<file path="config.mk">
export PLATFORM = sky130hd
export DESIGN_NAME = multicycle_control
export DESIGN_NICKNAME = d
export VERILOG_FILES = /design/src/rtl/mips_pkg.sv /design/src/rtl/multicycle_control.sv
export SDC_FILE = /design/constraint.sdc
export NUM_CORES = 1
export LEC_CHECK = 0
export ABC_AREA = 0
export CAP_MARGIN = 5
export CORE_MARGIN = 3
export CORE_UTILIZATION = 41
export CTS_CLUSTER_DIAMETER = 30
export DETAILED_ROUTE_END_ITERATION = 12
export PLACE_DENSITY = 0.83
export SLEW_MARGIN = 10
export SYNTH_ARGS = -nofsm -noshare
export SYNTH_HDL_FRONTEND = slang
export SYNTH_SLANG_ARGS = --single-unit
</file>
<file path="constraint.sdc">
create_clock -name clk -period 4.9 [get_ports clk]
set_input_delay 1.47 -clock clk [delete_from_list [all_inputs] [get_ports clk]]
set_output_delay 1.47 -clock clk [all_outputs]
set_load 0.05 [all_outputs]
</file>
<file path="src/rtl/mips_pkg.sv">
// Shared definitions for the multicycle MIPS control path: opcode/funct
// constants, the sequencing FSM states and the datapath mux encodings
// that the ALU control decoder also relies on.
package mips_pkg;

  localparam logic [5:0] OP_RTYPE = 6'b000000;
  localparam logic [5:0] OP_LW    = 6'b100011;
  localparam logic [5:0] OP_SW    = 6'b101011;
  localparam logic [5:0] OP_BEQ   = 6'b000100;
  localparam logic [5:0] OP_ADDI  = 6'b001000;
  localparam logic [5:0] OP_J     = 6'b000010;

  localparam logic [5:0] F_JR     = 6'b001000;

  // One state per clock of instruction execution; codes 14 and 15 are unused
  typedef enum logic [3:0] {
    S_FETCH   = 4'd0,
    S_DECODE  = 4'd1,
    S_MEMADR  = 4'd2,
    S_MEMRD   = 4'd3,
    S_MEMWB   = 4'd4,
    S_MEMWR   = 4'd5,
    S_RTYPEEX = 4'd6,
    S_RTYPEWB = 4'd7,
    S_BEQEX   = 4'd8,
    S_ADDIEX  = 4'd9,
    S_ADDIWB  = 4'd10,
    S_JEX     = 4'd11,
    S_JREX    = 4'd12,
    S_TRAP    = 4'd13
  } state_t;

  // ALU operation request handed to the ALU control decoder
  localparam logic [1:0] ALU_ADD   = 2'b00;
  localparam logic [1:0] ALU_SUB   = 2'b01;
  localparam logic [1:0] ALU_FUNCT = 2'b10;

  // Second ALU operand select
  localparam logic [1:0] SRCB_B     = 2'b00;
  localparam logic [1:0] SRCB_FOUR  = 2'b01;
  localparam logic [1:0] SRCB_IMM   = 2'b10;
  localparam logic [1:0] SRCB_IMMSH = 2'b11;

  // Next-PC source select
  localparam logic [1:0] PC_ALU    = 2'b00;
  localparam logic [1:0] PC_ALUOUT = 2'b01;
  localparam logic [1:0] PC_JUMP   = 2'b10;
  localparam logic [1:0] PC_REGA   = 2'b11;

endpackage

</file>
<file path="src/rtl/multicycle_control.sv">
// Main sequencing FSM of the multicycle MIPS datapath. Walks each
// instruction through fetch/decode/execute/memory/writeback, stalls on the
// memory-ready handshake and parks in a trap state on unknown opcodes.
module multicycle_control
  import mips_pkg::*;
(
  input  logic       clk,
  input  logic       reset,
  input  logic [5:0] opcode,
  input  logic [5:0] funct,
  input  logic       mem_ready,
  output logic       pc_write,
  output logic       branch,
  output logic       iord,
  output logic       mem_read,
  output logic       mem_write,
  output logic       ir_write,
  output logic       reg_write,
  output logic       reg_dst,
  output logic       mem_to_reg,
  output logic       alu_src_a,
  output logic [1:0] alu_src_b,
  output logic [1:0] alu_op,
  output logic [1:0] pc_src,
  output logic       illegal,
  output logic       instr_done
);

  state_t state;
  state_t next_state;

  // State register plus sticky illegal flag; only reset leaves the trap
  always_ff @(posedge clk or posedge reset) begin
    if (reset) begin
      state   <= S_FETCH;
      illegal <= 1'b0;
    end else begin
      state <= next_state;
      if (next_state == S_TRAP)
        illegal <= 1'b1;
    end
  end

  // Next-state selection from the current state, opcode, funct and mem_ready
  always_comb begin
    next_state = S_FETCH;
    case (state)
      S_FETCH:   next_state = mem_ready ? S_DECODE : S_FETCH;
      S_DECODE: begin
        case (opcode)
          OP_LW, OP_SW: next_state = S_MEMADR;
          OP_RTYPE:     next_state = S_RTYPEEX;
          OP_BEQ:       next_state = S_BEQEX;
          OP_ADDI:      next_state = S_ADDIEX;
          OP_J:         next_state = S_JEX;
          default:      next_state = S_TRAP;
        endcase
      end
      S_MEMADR:  next_state = (opcode == OP_LW) ? S_MEMRD : S_MEMWR;
      S_MEMRD:   next_state = mem_ready ? S_MEMWB : S_MEMRD;
      S_MEMWB:   next_state = S_FETCH;
      S_MEMWR:   next_state = mem_ready ? S_FETCH : S_MEMWR;
      S_RTYPEEX: next_state = (funct == F_JR) ? S_JREX : S_RTYPEWB;
      S_RTYPEWB: next_state = S_FETCH;
      S_BEQEX:   next_state = S_FETCH;
      S_ADDIEX:  next_state = S_ADDIWB;
      S_ADDIWB:  next_state = S_FETCH;
      S_JEX:     next_state = S_FETCH;
      S_JREX:    next_state = S_FETCH;
      S_TRAP:    next_state = S_TRAP;
      default:   next_state = S_FETCH;
    endcase
  end

  // Strobe decode from state; fetch commits are held off while reset is asserted
  always_comb begin
    pc_write   = 1'b0;
    branch     = 1'b0;
    iord       = 1'b0;
    mem_read   = 1'b0;
    mem_write  = 1'b0;
    ir_write   = 1'b0;
    reg_write  = 1'b0;
    reg_dst    = 1'b0;
    mem_to_reg = 1'b0;
    alu_src_a  = 1'b0;
    alu_src_b  = SRCB_B;
    alu_op     = ALU_ADD;
    pc_src     = PC_ALU;
    instr_done = 1'b0;
    case (state)
      S_FETCH: begin
        mem_read  = 1'b1;
        alu_src_b = SRCB_FOUR;
        ir_write  = mem_ready & ~reset;
        pc_write  = mem_ready & ~reset;
      end
      S_DECODE: begin
        alu_src_b = SRCB_IMMSH;
      end
      S_MEMADR: begin
        alu_src_a = 1'b1;
        alu_src_b = SRCB_IMM;
      end
      S_MEMRD: begin
        iord     = 1'b1;
        mem_read = 1'b1;
      end
      S_MEMWB: begin
        reg_write  = 1'b1;
        mem_to_reg = 1'b1;
        instr_done = 1'b1;
      end
      S_MEMWR: begin
        iord       = 1'b1;
        mem_write  = 1'b1;
        instr_done = mem_ready;
      end
      S_RTYPEEX: begin
        alu_src_a = 1'b1;
        alu_op    = ALU_FUNCT;
      end
      S_RTYPEWB: begin
        reg_write  = 1'b1;
        reg_dst    = 1'b1;
        instr_done = 1'b1;
      end
      S_BEQEX: begin
        alu_src_a  = 1'b1;
        alu_op     = ALU_SUB;
        branch     = 1'b1;
        pc_src     = PC_ALUOUT;
        instr_done = 1'b1;
      end
      S_ADDIEX: begin
        alu_src_a = 1'b1;
        alu_src_b = SRCB_IMM;
      end
      S_ADDIWB: begin
        reg_write  = 1'b1;
        instr_done = 1'b1;
      end
      S_JEX: begin
        pc_write   = 1'b1;
        pc_src     = PC_JUMP;
        instr_done = 1'b1;
      end
      S_JREX: begin
        pc_write   = 1'b1;
        pc_src     = PC_REGA;
        instr_done = 1'b1;
      end
      default: begin
      end
    endcase
  end

endmodule

</file>
==> flow_summary.json <==
{
  "seq_area_frac_synth_pct": 20.6,
  "total_power_uw": 756,
  "maxSlewHeadroom_pct": 63.1,
  "die-width_um": 44.5,
  "track_usage_pct": 19.7,
  "place.gp.congestion": 0.784,
  "synth.cell_area_um2": 607,
  "hp-class": "flip-flop to flip-flop",
  "n_antenna_cell": 0,
  "syn2layout_area_growth_pct": 56.7,
  "drt-total-wl_um": 1860,
  "cts_tree": "yes",
  "grt_overflow": 0,
  "htree_levels": 1,
  "cts-buffers-inserted": 3,
  "status": "complete, no violations",
  "ys_async_sr_fraction_pct": 100,
  "final.period_utilization_pct": 95.4,
  "synth.distinct_cells": 36,
  "clock_latency_ns": 0.23,
  "maxSlewViolCount": 0,
  "critical_path_class": "primary input to primary output",
  "vias_per_cell": 5.87,
  "grt_pass1_wl_um": 2960,
  "min_period_ns": 4.67,
  "ir_worst_vdd_mv": 0.637,
  "finalNetCount": 133,
  "power_density_nw_per_um2": 795,
  "first_iter_violations": 28,
  "drive_above_1_share_pct": 8.55,
  "wire_per_inst_um": 14.1,
  "ys.flop_type": "dfrtp_1",
  "clock_tree.buffer_depth": 2,
  "cp_common_cell": "clkdlybuf4s50_1",
  "ys_seq_elements": 5,
  "final_core_util_pct": 70.4,
  "cp_slowest_cell": "clkdlybuf4s50_1",
  "drc": 0,
  "start_util_pct": 44.9,
  "cp_num_buf_inv": 3,
  "ios": 33,
  "final.setup.worst_slack_ns": 0.226,
  "grt_max_degree": 19,
  "final_cells": 132,
  "max_stage_delay_ns": 0.70,
  "vias": 775,
  "cp.arrival_ns": 3.20,
  "ctsHoldBuffers": 0,
  "fin_area_um2": 951,
  "tightest_slew_ns": 0.554,
  "die-area_um2": 1980,
  "finalSetupTns_ns": 0,
  "path_cells": "clkdlybuf4s50_1, inv_1, and4_1, or2_2, clkdlybuf4s50_1",
  "grt_antenna_before_repair": 0,
  "dp_cells": 128,
  "fp.dieH_um": 44.5,
  "pre_cts_ws_ns": 0.216,
  "finalSetupViolations": 0,
  "port_buffers": 32,
  "finalHoldViolCount": 0,
  "end_kind": "primary output",
  "synthesis.nets": 101,
  "dr.pass1.iters": 4,
  "place_area_um2": 925,
  "yosys_warnings": 0,
  "rows": 13,
  "cts_root_buf": "clkbuf_4",
  "postRouteAntennaNets": 0,
  "max_freq_ghz": 0.214,
  "synth_cells": 86,
  "path_max_fanout": 6,
  "core_um2": 1350,
  "drv_cap": 0,
  "crit_family": "buffers and inverters",
  "grt_pass1_vias": 672,
  "grt_setup_unrepaired": "false",
  "whs_ns": 0.468,
  "worstSetupStartpointType": "primary input",
  "skew_ns": 0.00382,
  "cts.sinks": 5,
  "path_clk_slew_ns": 0.04,
  "postCtsSetupBuffers": 0,
  "cts_resized": 0,
  "dp_hpwl_um": 1510,
  "synth_edf_count": 0,
  "synth_area_per_cell_um2": 7.06,
  "p_leak_nw": 0.360,
  "cp.required_ns": 3.43
}
==> where the power goes <==
group | leakage [nW] | switching, mW | internal (mW) | total (mW)
Sequential | 0.0604 | 0.0606 | 0.0607 | 0.121
Clock | 0.0150 | 0.0147 | 0.0307 | 0.0454
Combinational | 0.284 | 0.380 | 0.208 | 0.589
==> cell type report <==
class                           instances  area [um2]
Sequential cell                         5         125
Timing Repair Buffer                   33         325
Inverter                                2        7.51
Clock buffer                            4        26.3
Fill cell                             123         399
Multi-Input combinational cell         73         448
Tap cell                               15        18.8
==> cells in the mapped netlist (2+ instances only) <==
library cell / count / area share, %
nor2_1: 9 / 5.6
nand2_1: 7 / 4.3
nor3_1: 7 / 5.8
a21oi_1: 6 / 4.9
dfrtp_1: 5 / 21
nand2b_1: 5 / 5.2
o21ai_0: 5 / 4.1
nor2b_1: 4 / 4.1
buf_2: 3 / 2.5
o22ai_1: 3 / 3.1
and2_1: 2 / 2.1
clkbuf_1: 2 / 1.2
inv_1: 2 / 1.2
nor3b_1: 2 / 2.5
nor4_1: 2 / 2.1
or2_2: 2 / 2.1
==> metal layers <==
metal  share of wire (%)  track usage (%)
met1                  42             25.7
met2                  53             32.7
met3                 4.7             1.63
met4                 1.0             8.43
met5                   0                0
==> registers in the layout, indices dropped and copies added, names as in the netlist <==
signal and count:
state 4, illegal 1
==> cell usage in the layout (no fill, tap or decap), drive strengths merged <==
master          n
and2            2
o31ai           1
nor3b           2
nand2b          5
nand3           1
dfrtp           5
o2111ai         1
inv             2
nor2            9
buf             2
a32o            1
mux2i           1
nor4            2
nand2           7
o22a            1
and4            1
or4b            1
nor3            8
a21oi           6
a21o            1
a2bb2oi         1
a41o            1
or2             2
o21ai           5
nor2b           4
xnor2           1
a21boi          1
a31oi           1
or3b            1
clkbuf          4
nor4b           1
clkdlybuf4s50  31
a211oi          1
and3            1
o22ai           3
==> cell families after synthesis <==
| logic type | after synthesis | synth area share [%] |
|---|---|---|
| AOI/OAI and AO/OA | 24 | 26.0 |
| xor gates and xnor gates | 1 | 1.44 |
| buffers and inverters | 8 | 5.57 |
| DFF | 5 | 20.6 |
| muxes | 1 | 1.65 |
| and+or+nand+nor | 47 | 44.7 |
==> worst paths after layout <==
| check | startpoint | to | slack [ns] | cells past startpoint |
|---|---|---|---|---|
| setup / recovery | reset | pc_write | 0.23 | 5 |
| hold / removal | illegal$_DFFE_PP0N_ | illegal$_DFFE_PP0N_ | 0.47 | 1 |
| setup reg to reg | state[1]$_DFF_PP0_ | illegal$_DFFE_PP0N_ | 3.02 | 5 |
| hold reg to reg | illegal$_DFFE_PP0N_ | illegal$_DFFE_PP0N_ | 0.47 | 1 |
| max in group asynchronous | reset | state[3]$_DFF_PP0_ | 3.24 | 2 |
| min in group asynchronous | reset | state[0]$_DFF_PP0_ | 1.46 | 2 |
(Power assumes the default switching activity.)
==> patch, RTL diff (config.mk and constraints unchanged) <==
Reset style: synchronous (`reset`), changed in one clocked block.
--- a/src/rtl/multicycle_control.sv
+++ b/src/rtl/multicycle_control.sv
@@ -30,7 +30,7 @@
   state_t next_state;
 
   // State register plus sticky illegal flag; only reset leaves the trap
-  always_ff @(posedge clk or posedge reset) begin
+  always_ff @(posedge clk) begin
     if (reset) begin
       state   <= S_FETCH;
       illegal <= 1'b0;
Formal check against the unedited RTL: differs if reset is asserted again (counterexample within 4 cycles, from zero or initial values and one cycle with reset high); with reset held inactive, the same outputs for 10 cycles.
==> patch against the unedited design <==
Wire length is 1.3% lower; die area is 8.7% higher; power is 32% lower; register-to-register slack better by 0.09 ns; area after synthesis is 10% higher; sequential cell count stayed put; setup slack better by 0.011 ns; final area is 6.3% higher; critical path type unchanged; critical endpoint unchanged.
==> patch: results (changes against the unedited design) <==
| Quantity | This run | vs unedited |
| --- | --- | --- |
| Number of global-route vias before repair | 692 | +3.0% |
| Weighted congestion reported at the end of routability-driven placement | 0.858 | +9.5% |
| Net count after synthesis | 109 | +7.9% |
| Synth Area in Compound Gates | 28.3% | +2.3 points |
| Iteration-0 DRC Markers | 15 | -46% |
| Synth Area in XOR/XNOR | 1.31% | -0.13 points |
| Layout fillers | 129 | +4.9% |
| Worst reg2reg startpoint | state[1] |  |
| Via-per-instance ratio | 5.84 | -0.58% |
| Arrival time of data at the critical path endpoint | 3.19 ns | about the same |
| Status | completed |  |
| Headroom to the max-slew limit | 54.0% | -9.1 points |
| Instance count of the mapped netlist | 94 | +9.3% |
| Dpl hpwl | 1400 microns | -7.1% |
| Routed wire length | 1840 microns | -1.3% |
| Netlist cell types | 42 | +17% |
| GR Util All Layers | 19.6% | -0.048 points |
| Maximum number of pins on one net before global-route repair | 20 | +1 |
| Crit Path Max Fanout | 4 | -2 |
| Net count of the finished layout | 142 | +6.8% |
| Post-synthesis sequential area ratio | 15.0% | -5.6 points |
| Mux cell area share after synthesis | 0% | -1.6 points |
| Share of final-layout standard cells stronger than drive strength 1 | 15.1% | +6.5 points |
| Most frequent cells after synthesis | sky130_fd_sc_hd__nor2_1, sky130_fd_sc_hd__nor3_1, sky130_fd_sc_hd__nand2_1 |  |
| Leakage power of the design | 0.362 nW | +0.75% |
| Synth Flop Type | sky130_fd_sc_hd__dfxtp_1 |  |
| Clock tree skew after final layout | 0.00613 ns | +0.00231 ns |
==> patch: worst min-delay path by stage <==
stage,start,end,slack [ns],cells past startpoint
detailed placement,illegal,illegal,0.47,2
global route,illegal,illegal,0.49,2
floorplan,state[3],state[1],0.65,2
CTS,illegal,illegal,0.48,2
finish,illegal,illegal,0.48,2
global placement,illegal,illegal,0.46,2
==> patch: where the power goes <==
group          switching, mW  internal (mW)
logic                  0.238          0.139
registers             0.0376         0.0509
clock network         0.0211         0.0298
==> patch: layout make-up <==
cell class	count	area [sq um]	area share, %
clock buffer	3	22.5	2.23
clock inverter	1	5.00	0.495
inverter	3	11.3	1.11
multi-input combinational	81	531	52.5
sequential	5	100	9.90
tap	15	18.8	1.86
timing repair buffer	33	323	31.9
==> patch: routing by layer <==
layer	GRT usage, %	up-vias	wire, microns	share of wire, %
met5	0	-	0	0
met4	6.82	0	30	1.6
met3	6.64	4	172	9.4
met2	31.3	41	867	47
met1	24.2	364	768	42
li1	-	414	-	-
==> patch: logic make-up after synthesis <==
family,after synthesis
buffers and inverters,8
AOI/OAI and AO/OA,23
DFF,5
and+or+nand+nor,57
xor gates and xnor gates,1
==> patch: worst max-delay path, delay by kind of cell <==
kind	cells	cell delay, ns
buffers and inverters	2	1.24
AND/OR/NAND/NOR	2	0.48
==> patch: per-stage QoR <==
stage,setup slack [ns],cell area [sq um]
2_1_floorplan,0.834,668
3_3_place_gp,0.252,983
3_5_place_dp,0.231,983
4_1_cts,0.231,1010
5_1_grt,0.174,1010
6_report,0.236,1010
